<file path="config.mk">
export PLATFORM = sky130hd
export DESIGN_NAME = rca_seq_addsub
export DESIGN_NICKNAME = d
export VERILOG_FILES = /design/src/rtl/rca_seq_addsub.sv
export SDC_FILE = /design/constraint.sdc
export NUM_CORES = 1
export LEC_CHECK = 0
export CORE_UTILIZATION = 40
export DETAILED_ROUTE_END_ITERATION = 6
export PLACE_DENSITY = 0.7
export SLEW_MARGIN = 40
export SYNTH_ARGS = -nofsm -noshare
export SYNTH_HDL_FRONTEND = slang
export SYNTH_SLANG_ARGS = --single-unit
</file>
<file path="constraint.sdc">
create_clock -name clk -period 8.75 [get_ports clk]
set_clock_uncertainty 0.2 [all_clocks]
set_input_delay 1.75 -clock clk [delete_from_list [all_inputs] [get_ports clk]]
set_output_delay 1.75 -clock clk [all_outputs]
set_load 0.01 [all_outputs]
</file>
<file path="src/rtl/rca_seq_addsub.sv">
// Chunk-serial ripple-carry adder/subtractor.
// A WIDTH-bit add or subtract is performed CHUNK bits per clock through a
// single CHUNK-bit ripple slice and one registered carry, so an operation
// occupies WIDTH/CHUNK RUN cycles followed by a one-cycle done pulse.
// Subtraction is a + ~b + 1: the inverted operand is stored at accept time
// and the carry register is preset to 1, so the RUN datapath is identical
// for both modes.
module rca_seq_addsub #(
  parameter int WIDTH = 16,
  parameter int CHUNK = 4
) (
  input  logic             clk,
  input  logic             rst,
  input  logic             start,
  input  logic             sub,
  input  logic [WIDTH-1:0] a,
  input  logic [WIDTH-1:0] b,
  input  logic             c_in,
  output logic             busy,
  output logic             done,
  output logic [WIDTH-1:0] sum,
  output logic             c_out,
  output logic             ovf
);

  // Number of slices per operation and the width of the slice counter
  // (at least one bit, even when a single slice covers the whole word).
  localparam int N  = WIDTH / CHUNK;
  localparam int CW = (N > 1) ? $clog2(N) : 1;
  localparam logic [CW-1:0] LAST_CHUNK = CW'(N - 1);

  typedef enum logic [1:0] {
    IDLE = 2'd0,
    RUN  = 2'd1,
    DONE = 2'd2
  } state_t;

  state_t           r_state;
  logic [WIDTH-1:0] r_a;
  logic [WIDTH-1:0] r_b;
  logic [WIDTH-1:0] r_sum;
  logic             r_carry;
  logic [CW-1:0]    r_cnt;
  logic             r_busy;
  logic             r_done;
  logic             r_cOut;
  logic             r_ovf;

  int               w_base;
  logic [CHUNK-1:0] w_aChunk;
  logic [CHUNK-1:0] w_bChunk;
  logic [CHUNK:0]   w_chunkResult;
  logic             w_carryIntoMsb;

  // Select the current slice of both operands and ripple it with the stored carry.
  always_comb begin
    w_base         = int'(r_cnt) * CHUNK;
    w_aChunk       = CHUNK'(r_a >> w_base);
    w_bChunk       = CHUNK'(r_b >> w_base);
    w_chunkResult  = {1'b0, w_aChunk} + {1'b0, w_bChunk} + {{CHUNK{1'b0}}, r_carry};
    w_carryIntoMsb = w_aChunk[CHUNK-1] ^ w_bChunk[CHUNK-1] ^ w_chunkResult[CHUNK-1];
  end

  // Control FSM and datapath registers; results hold until the next accepted start.
  always_ff @(posedge clk) begin
    if (rst) begin
      r_state <= IDLE;
      r_a     <= '0;
      r_b     <= '0;
      r_sum   <= '0;
      r_carry <= 1'b0;
      r_cnt   <= '0;
      r_busy  <= 1'b0;
      r_done  <= 1'b0;
      r_cOut  <= 1'b0;
      r_ovf   <= 1'b0;
    end else begin
      r_done <= 1'b0;
      case (r_state)
        IDLE, DONE: begin
          if (start) begin
            r_a     <= a;
            r_b     <= sub ? ~b : b;
            r_carry <= sub ? 1'b1 : c_in;
            r_cnt   <= '0;
            r_busy  <= 1'b1;
            r_state <= RUN;
          end else begin
            r_busy  <= 1'b0;
            r_state <= IDLE;
          end
        end
        RUN: begin
          r_sum[w_base +: CHUNK] <= w_chunkResult[CHUNK-1:0];
          r_carry                <= w_chunkResult[CHUNK];
          if (r_cnt == LAST_CHUNK) begin
            r_cOut  <= w_chunkResult[CHUNK];
            r_ovf   <= w_carryIntoMsb ^ w_chunkResult[CHUNK];
            r_busy  <= 1'b0;
            r_done  <= 1'b1;
            r_state <= DONE;
          end else begin
            r_cnt <= r_cnt + CW'(1);
          end
        end
        default: begin
          r_busy  <= 1'b0;
          r_state <= IDLE;
        end
      endcase
    end
  end

  assign busy  = r_busy;
  assign done  = r_done;
  assign sum   = r_sum;
  assign c_out = r_cOut;
  assign ovf   = r_ovf;

endmodule

</file>
==> run metrics, run 1 <==
status=completed; pin count of the biggest net entering global routing=57; Setup Viol. Count Final=0; min Tclk post-route=3410 ps; post-synthesis cell type count=37; Final nets=360; gr ovfl total=0; RSZ-0062 raised after global routing=no; core area=0.00631 mm2; clock sink total=56; clk_lat worst skew=310 ps; Critical-path top delay cell=nor2b_4; area leader, netlist=dfxtp_1; hold crit path type=flop to flop; post-route insts no fill=390; Post-Syn Instances=266; cell-internal power=405 uW; sequential area share after synthesis=42.9%; CTS Buf Count=5; switching power=145 uW; drt pass-1 iters=4; Post-DRT Antenna Nets=0; Max Buffers Root-to-Sink=2; Gate power share=18.8%; Worst path max stage delay=560 ps; Crit Path Category=input pin to flop; crit path max fanout=26; R2R setup slack=5570 ps; Worst Tran Pin Value=684 ps; commonest non-fill, non-tap cell in the layout=dfxtp_1; cell area after synthesis=0.00262 mm2; Setup WS post-layout=5340 ps; hold_buf cts=0; startpoint types=input pin; htree depth=2; diodes inserted=0; Buf+Inv Stages, Crit Path=2; antenna violations before repair=0; Worst slew margin=54.4%; Post-route DRC=0; Cell Count Post-Placement=382; Worst IR Drop VDD=0.0000794 V; Wirelength per Cell=13.6 um; routability cong.=0.747; Crit path max-delay family=buffers and inverters; Die Wd=82.9 um; Static Leak=0.00119 uW; global-route wire length before repair=8940 um; clock root cell=clkbuf_8; pre-CTS setup slack=5010 ps; Syn Nets=314; FMAX=0.294 GHz; Hold Violations, Final=0; FF+latch area=0.00112 mm2; post-synth top area share=42.9%; setup_tns=0 ps; Yosys warning total=0; most frequent cells in the layout=dfxtp_1 (56), clkdlybuf4s50_1 (54), nand2_1 (41); layout cells sized above 1=9.90%; vias per cell=5.13; max_cap viols=0; # IOs=57; IO Port Bufs=56; CP required=8760 ps; Syn-to-layout area delta=26.0%; vias after detailed routing=1,999; Crit. End Element=flop; Clk pin slew, worst setup/hold paths=100 ps; Switching Fraction=26.3%; vias in the first global route=1,882; cts repair resizes=0; DRT iter0 DRCs=135; Post-Route WL=5300 um; Cell Pwr Density=167 mW/mm2; Reg power frac=50.6%; syn avg cell area=9.83 um2; initial core utilization=41.4%; Final period util=38.9%; CP arrival=3420 ps; Die Ht=82.9 um; Pins Over Slew Limit=0; hpwl dp=3720 um; Post CTS Setup Buffer Count=0; top post-synthesis cells by area=dfxtp_1 (43%), mux4_2 (6.9%), nand2_1 (5.9%); critical-path cell list=clkdlybuf4s50_1, nor2b_4, buf_16, nor3_2, a2111oi_2; clock power share=30.7%; number of fill cells in the layout=581; Core Rows=29; Yosys reg bits=56; All-Layer GR Usage=15.7%; Multi-input gate area=0.00137 mm2; die area=0.00686 mm2; CTS tree=done
final cells by class:
type                    instances  share of cell area, %
clock buffers                   5                   2.09
repair buffers                 58                   17.8
multi-input cells             189                   41.6
flip-flops and latches         56                   34.0
well taps                      77                   2.92
clock inverters                 3                   1.29
inverters                       2                  0.228
final timing paths:
kind                     endpoint                  start  cells past startpoint
max reg2reg      ovf$_SDFFE_PP0P_  r_cnt[0]$_SDFFE_PP0P_                      7
min reg2reg   r_a[3]$_SDFFE_PP0P_    r_a[3]$_SDFFE_PP0P_                      2
min           r_a[3]$_SDFFE_PP0P_    r_a[3]$_SDFFE_PP0P_                      2
max          r_carry$_SDFFE_PP0P_                  start                      5
power by group through the flow:
| stage | Sequential [uW] | Combinational (uW) | Clock (uW) |
|---|---|---|---|
| global placement | 283 | 100 | 0 |
| global route | 281 | 113 | 185 |
| floorplan | 282 | 70.9 | 0 |
| finish | 278 | 103 | 168 |
| CTS | 278 | 104 | 172 |
| detailed placement | 284 | 104 | 0 |
metrics by stage:
step / area, um2 / hold slack, ps / utilization [%] / total power [uW]
global route: 3300 / 283 / 52.2 / 578
floorplan: 2620 / 233 / - / 353
finish: 3300 / 259 / 52.2 / 550
global placement: 3160 / 241 / 50.0 / 383
detailed placement: 3180 / 247 / 50.4 / 388
CTS: 3300 / 262 / 52.2 / 555
worst min-delay path, stage by stage, from the launching register on:
cell and delay (ps):
dfxtp_1 320, nand2_1 50, a21oi_1 50
flip-flops by register name, indices dropped and copies added, names as in the netlist:
name and cells:
r_a 16, r_b 16, sum 16, r_cnt 2
r_state 2, c_out 1, done 1, ovf 1
r_carry 1
cells in the mapped netlist (all sizes together):
| master | instances |
|---|---|
| and4bb | 1 |
| a32oi | 3 |
| mux4 | 8 |
| nor2b | 1 |
| xor2 | 2 |
| and3b | 1 |
| a211oi | 17 |
| nor3 | 2 |
| a2111oi | 1 |
| nand3 | 1 |
| nand2 | 41 |
| inv | 2 |
| clkbuf | 7 |
| or3 | 1 |
| nand3b | 1 |
| or3b | 1 |
| and3 | 1 |
| fa | 2 |
| xnor2 | 16 |
| and2b | 1 |
| dfxtp | 56 |
| nor3b | 1 |
| a311oi | 2 |
| nor2 | 37 |
| nor4b | 2 |
| nand2b | 1 |
| buf | 12 |
| a22oi | 12 |
| a21o | 1 |
| o21bai | 1 |
| a21oi | 22 |
| ha | 9 |
cells by family (layout without fill, tap and decap cells):
kind of cell	after synthesis	in the layout	synth area share (%)
AOI/OAI and AO/OA	59	59	16.1
xor gates and xnor gates	18	18	6.03
adders and majority gates	11	11	5.84
buffers and inverters	21	68	4.98
DFF	56	56	42.9
muxes	8	8	6.89
and+or+nand+nor	93	93	17.3
routing by layer:
metal	share of wire [%]	global-route usage, %	vias to the layer above
met3	4.7	3.68	3
met4	0.28	2.82	0
met2	46	25.9	50
met1	49	21.2	922
met5	0	0	-
li1	-	-	1024
No activity file was read; power rests on OpenSTA's default activity.
==> inputs of run 2 (changes only) <==
clock period = 3.4 ns   (was 8.75 ns; I/O delays follow)
==> run 2 against run 1 <==
Worst hold slack barely moved; largest power group unchanged; sequential share of layout area barely moved; via count fell by 0.20%; critical path depth rose by 2; final cell count rose by 0.77%; power rose by 140%; critical path type is now flop to flop; global-route usage rose by 1.1 points.
==> run metrics, run 2 (same netlist as run 1, synthesis figures left out) <==
clock power share=27.0%; Worst path depth=7; Worst IR Drop VDD=0.000222 V; Cell Pwr Density=409 mW/mm2; Post CTS Setup Buffer Count=0; CP required=3430 ps; most frequent cells in the layout=dfxtp_1 (56), clkdlybuf4s50_1 (55), nand2_1 (41); Power Total=1350 uW; hold path depth=2; Post-Route WL=5350 um; most used cell, CP=fa_1; CTS Buf Count=5; Final period util=88.2%; core area=0.00631 mm2; Critical-path top delay cell=mux4_2; Clk pin slew, worst setup/hold paths=100 ps; layout cells sized above 1=10.1%; post-route insts no fill=393; die area=0.00686 mm2; FF+latch area=0.00112 mm2; vias in the first global route=1,973; hold_buf cts=0; min Tclk post-route=3000 ps; commonest non-fill, non-tap cell in the layout=dfxtp_1; startpoint types=flop; fin util=52.2%; Worst path max stage delay=550 ps; Reg2Reg Launch Point=r_cnt[0]$_SDFFE_PP0P_; pin count of the biggest net entering global routing=57; Hold Violations, Final=0; All-Layer GR Usage=16.8%; hpwl dp=3960 um; max_cap viols=0; Static Leak=0.00119 uW; Die Wd=82.9 um; Post-route DRC=0; global-route wire length before repair=9380 um; routability cong.=0.808; Syn-to-layout area delta=25.9%; clock root cell=clkbuf_8; # IOs=57; Gate power share=19.9%; Switching Fraction=27.7%; placed cell areas=0.00320 mm2; initial core utilization=41.4%; Reg power frac=53.1%; Core Rows=29; diodes inserted=0; Post-DRT Antenna Nets=0; critical-path cell list=mux4_2, fa_1, fa_1, a21o_1, a21oi_1, xor2_1, a311oi_1; Pins Over Slew Limit=0; status=completed; drt pass-1 iters=4; FMAX=0.333 GHz; Register-to-Register Path Depth=7; post-route cell area=0.00329 mm2; hold path startpoint=r_a[15]$_SDFFE_PP0P_; Crit. End Element=flop; Setup crit start=r_cnt[0]$_SDFFE_PP0P_; setup_tns=0 ps; gr ovfl total=0; DRT iter0 DRCs=105; Worst Tran Pin Value=658 ps; Cell Count Post-Placement=385; cell-internal power=973 uW; Wirelength per Cell=13.6 um; Die Ht=82.9 um; Final nets=363; IO Port Bufs=56; htree depth=2; clock sink total=56; Crit Path Category=flop to flop; CTS tree=done; hold crit path type=flop to flop; Multi-input gate area=0.00137 mm2; switching power=373 uW; Max Buffers Root-to-Sink=2; Worst slew margin=56.2%; Buf+Inv Stages, Crit Path=0; RSZ-0062 raised after global routing=no; number of fill cells in the layout=618; clk_lat worst skew=310 ps; Crit path max-delay family=adder cells; crit path max fanout=4; vias after detailed routing=1,995; cts repair resizes=0; Setup Viol. Count Final=0; antenna violations before repair=0; CP arrival=3030 ps; vias per cell=5.08
==> run 2: worst paths after layout <==
path | slack, ps | end
worst max register to register | 400 | ovf$_SDFFE_PP0P_
worst min register to register | 260 | r_a[15]$_SDFFE_PP0P_
worst max-delay path | 400 | ovf$_SDFFE_PP0P_
worst min-delay path | 260 | r_a[15]$_SDFFE_PP0P_
==> run 2: layout make-up <==
type                    count  area share [%]
clock inverters             2           0.494
repair buffers             61            18.5
clock buffers               6            2.20
flip-flops and latches     56            34.0
well taps                  77            2.93
inverters                   2           0.228
multi-input cells         189            41.6
==> run 2: tightest hold or removal path: stages (launching register included) <==
cell,delay (ps)
dfxtp_1,320
nand2_1,50
a21oi_1,50
==> run 2: power groups by stage <==
stage | Sequential, uW | Combinational (uW) | Clock, uW
after floorplan | 725 | 183 | 0
after global placement | 728 | 268 | 0
after detailed placement | 730 | 270 | 0
after CTS | 715 | 271 | 371
after global routing | 720 | 297 | 396
final | 714 | 268 | 363
==> run 2: per-layer routing <==
| layer | global-route usage, % | vias up | part of all wire (%) |
|---|---|---|---|
| li1 | - | 1027 | - |
| met1 | 22.2 | 907 | 46 |
| met4 | 4.23 | 0 | 1.0 |
| met5 | 0 | - | 0 |
| met3 | 3.48 | 5 | 4.7 |
| met2 | 28.2 | 56 | 49 |
==> run 2: metrics by stage <==
step	setup slack (ps)	hold slack [ps]
after CTS	381	260
after detailed placement	441	246
after floorplan	223	233
final	401	260
after global placement	490	240
after global routing	230	283
==> inputs of run 3 (changes only) <==
SLEW_MARGIN = default   (was 40)
clock period = 3.9 ns   (was 3.4 ns; I/O delays follow)
==> run 3 against run 2 <==
Combinational power is 16% lower; worst hold slack worse by 1.0 ps; flip-flop and latch count stayed put; die area stayed put; critical path depth stayed put; core utilization is 0.46 points lower; critical endpoint unchanged; design area is 0.87% lower; sequential share of layout area is 0.30 points higher; largest power group unchanged; maximum frequency is 2.4% lower; non-clock buffer count is 2 lower; worst setup slack better by 430 ps.
==> run metrics, run 3 (same netlist as run 1, synthesis figures left out) <==
max_cap viols=0; startpoint types=flop; min Tclk post-route=3070 ps; setup_tns=0 ps; most frequent cells in the layout=dfxtp_1 (56), clkdlybuf4s50_1 (55), nand2_1 (41); Reg power frac=53.2%; diodes inserted=0; hold_buf cts=0; Static Leak=0.00118 uW; clock power share=27.6%; All-Layer GR Usage=16.0%; Post-DRT Antenna Nets=0; worst hold path endpoint=r_a[1]$_SDFFE_PP0P_; switching power=314 uW; CP arrival=3090 ps; CTS Buf Count=5; FF+latch area=0.00112 mm2; IO Port Bufs=56; clk_lat worst skew=300 ps; routability cong.=0.788; Cell Pwr Density=360 mW/mm2; die area=0.00686 mm2; Core Rows=29; hold path startpoint=r_a[1]$_SDFFE_PP0P_; Worst slew margin=32.0%; antenna violations before repair=0; gr ovfl total=0; clock root cell=clkbuf_8; Post CTS Setup Buffer Count=0; Reg2Reg Launch Point=r_cnt[0]$_SDFFE_PP0P_; Switching Fraction=26.7%; htree depth=2; Setup Viol. Count Final=0; Pins Over Slew Limit=0; cts repair resizes=0; Multi-input gate area=0.00137 mm2; cell-internal power=861 uW; Worst R2R End=ovf$_SDFFE_PP0P_; pin count of the biggest net entering global routing=57; Wirelength per Cell=13.6 um; Worst IR Drop VDD=0.000195 V; initial core utilization=41.4%; Post-route DRC=0; # IOs=57; core area=0.00631 mm2; WL met2=2380 um; hpwl dp=3900 um; crit path max fanout=5; clock sink total=56; drt pass-1 iters=6; Gate power share=19.3%; hold crit path type=flop to flop; vias after detailed routing=2,013; fin util=51.7%; RSZ-0062 raised after global routing=no; Crit Path Category=flop to flop; Crit. End Element=flop; Max Buffers Root-to-Sink=2; Hold Violations, Final=0; Power Total=1180 uW; Die Wd=82.9 um; vias per cell=5.15; global-route wire length before repair=8910 um; Clk pin slew, worst setup/hold paths=100 ps; Post-Route WL=5300 um; Worst Tran Pin Value=1020 ps; vias in the first global route=1,886; CTS tree=done; status=completed; DR WL met3=228 um; wl on met1=2610 um; CP required=3920 ps; Die Ht=82.9 um; layout cells sized above 1=9.24%; Max Used Layer=met4; R2R setup slack=830 ps; Syn-to-layout area delta=24.8%; Register-to-Register Path Depth=7; Final nets=361; Final period util=78.8%; number of fill cells in the layout=624; hold path depth=2; DRT iter0 DRCs=87; commonest non-fill, non-tap cell in the layout=dfxtp_1; FMAX=0.325 GHz
run 3: power by group through the flow:
stage          Sequential (uW)  Combinational, uW  Clock [uW]
2_1_floorplan              632                159           0
3_3_place_gp               638                226           0
3_5_place_dp               639                227           0
4_1_cts                    625                229         332
5_1_grt                    629                249         357
6_report                   625                226         324
run 3: how the worst max path moves through the flow:
| stage | startpoint | endpoint | slack (ps) | cells after the start |
|---|---|---|---|---|
| 4_1_cts | r_cnt[0]$_SDFFE_PP0P_ | ovf$_SDFFE_PP0P_ | 800 | 7 |
| 6_report | r_cnt[0]$_SDFFE_PP0P_ | ovf$_SDFFE_PP0P_ | 830 | 7 |
| 3_3_place_gp | r_cnt[0]$_SDFFE_PP0P_ | ovf$_SDFFE_PP0P_ | 870 | 7 |
| 5_1_grt | r_cnt[0]$_SDFFE_PP0P_ | ovf$_SDFFE_PP0P_ | 670 | 7 |
| 2_1_floorplan | r_cnt[0]$_SDFFE_PP0P_ | ovf$_SDFFE_PP0P_ | 720 | 8 |
| 3_5_place_dp | r_cnt[0]$_SDFFE_PP0P_ | ovf$_SDFFE_PP0P_ | 830 | 7 |
run 3: layout make-up:
| class | instances | share of cell area (%) |
|---|---|---|
| timing repair buffer | 59 | 17.7 |
| sequential | 56 | 34.3 |
| tap | 77 | 2.95 |
| clock buffer | 8 | 2.76 |
| inverter | 2 | 0.230 |
| multi-input combinational | 189 | 42.0 |
run 3: through the flow:
| step | hold WS, ps | cells | area (um2) | setup slack [ps] |
|---|---|---|---|---|
| 2_1_floorplan | 233 | 266 | 2620 | 723 |
| 3_3_place_gp | 244 | 383 | 3170 | 873 |
| 3_5_place_dp | 249 | 383 | 3170 | 833 |
| 4_1_cts | 262 | 391 | 3260 | 801 |
| 5_1_grt | 280 | 391 | 3260 | 674 |
| 6_report | 259 | 391 | 3260 | 828 |
run 3: layer usage:
layer  track usage [%]  vias up
met2              24.4       57
met5                 0        -
met4              6.11        0
met3              3.88        9
li1                  -     1024
met1              21.9      923
run 3: critical path, cell delays in order (launching register included):
cell and delay (ps):
dfxtp_1 480, mux4_2 560, fa_1 470, fa_1 420
a21o_1 190, a21oi_1 320, xor2_1 110, a311oi_1 250
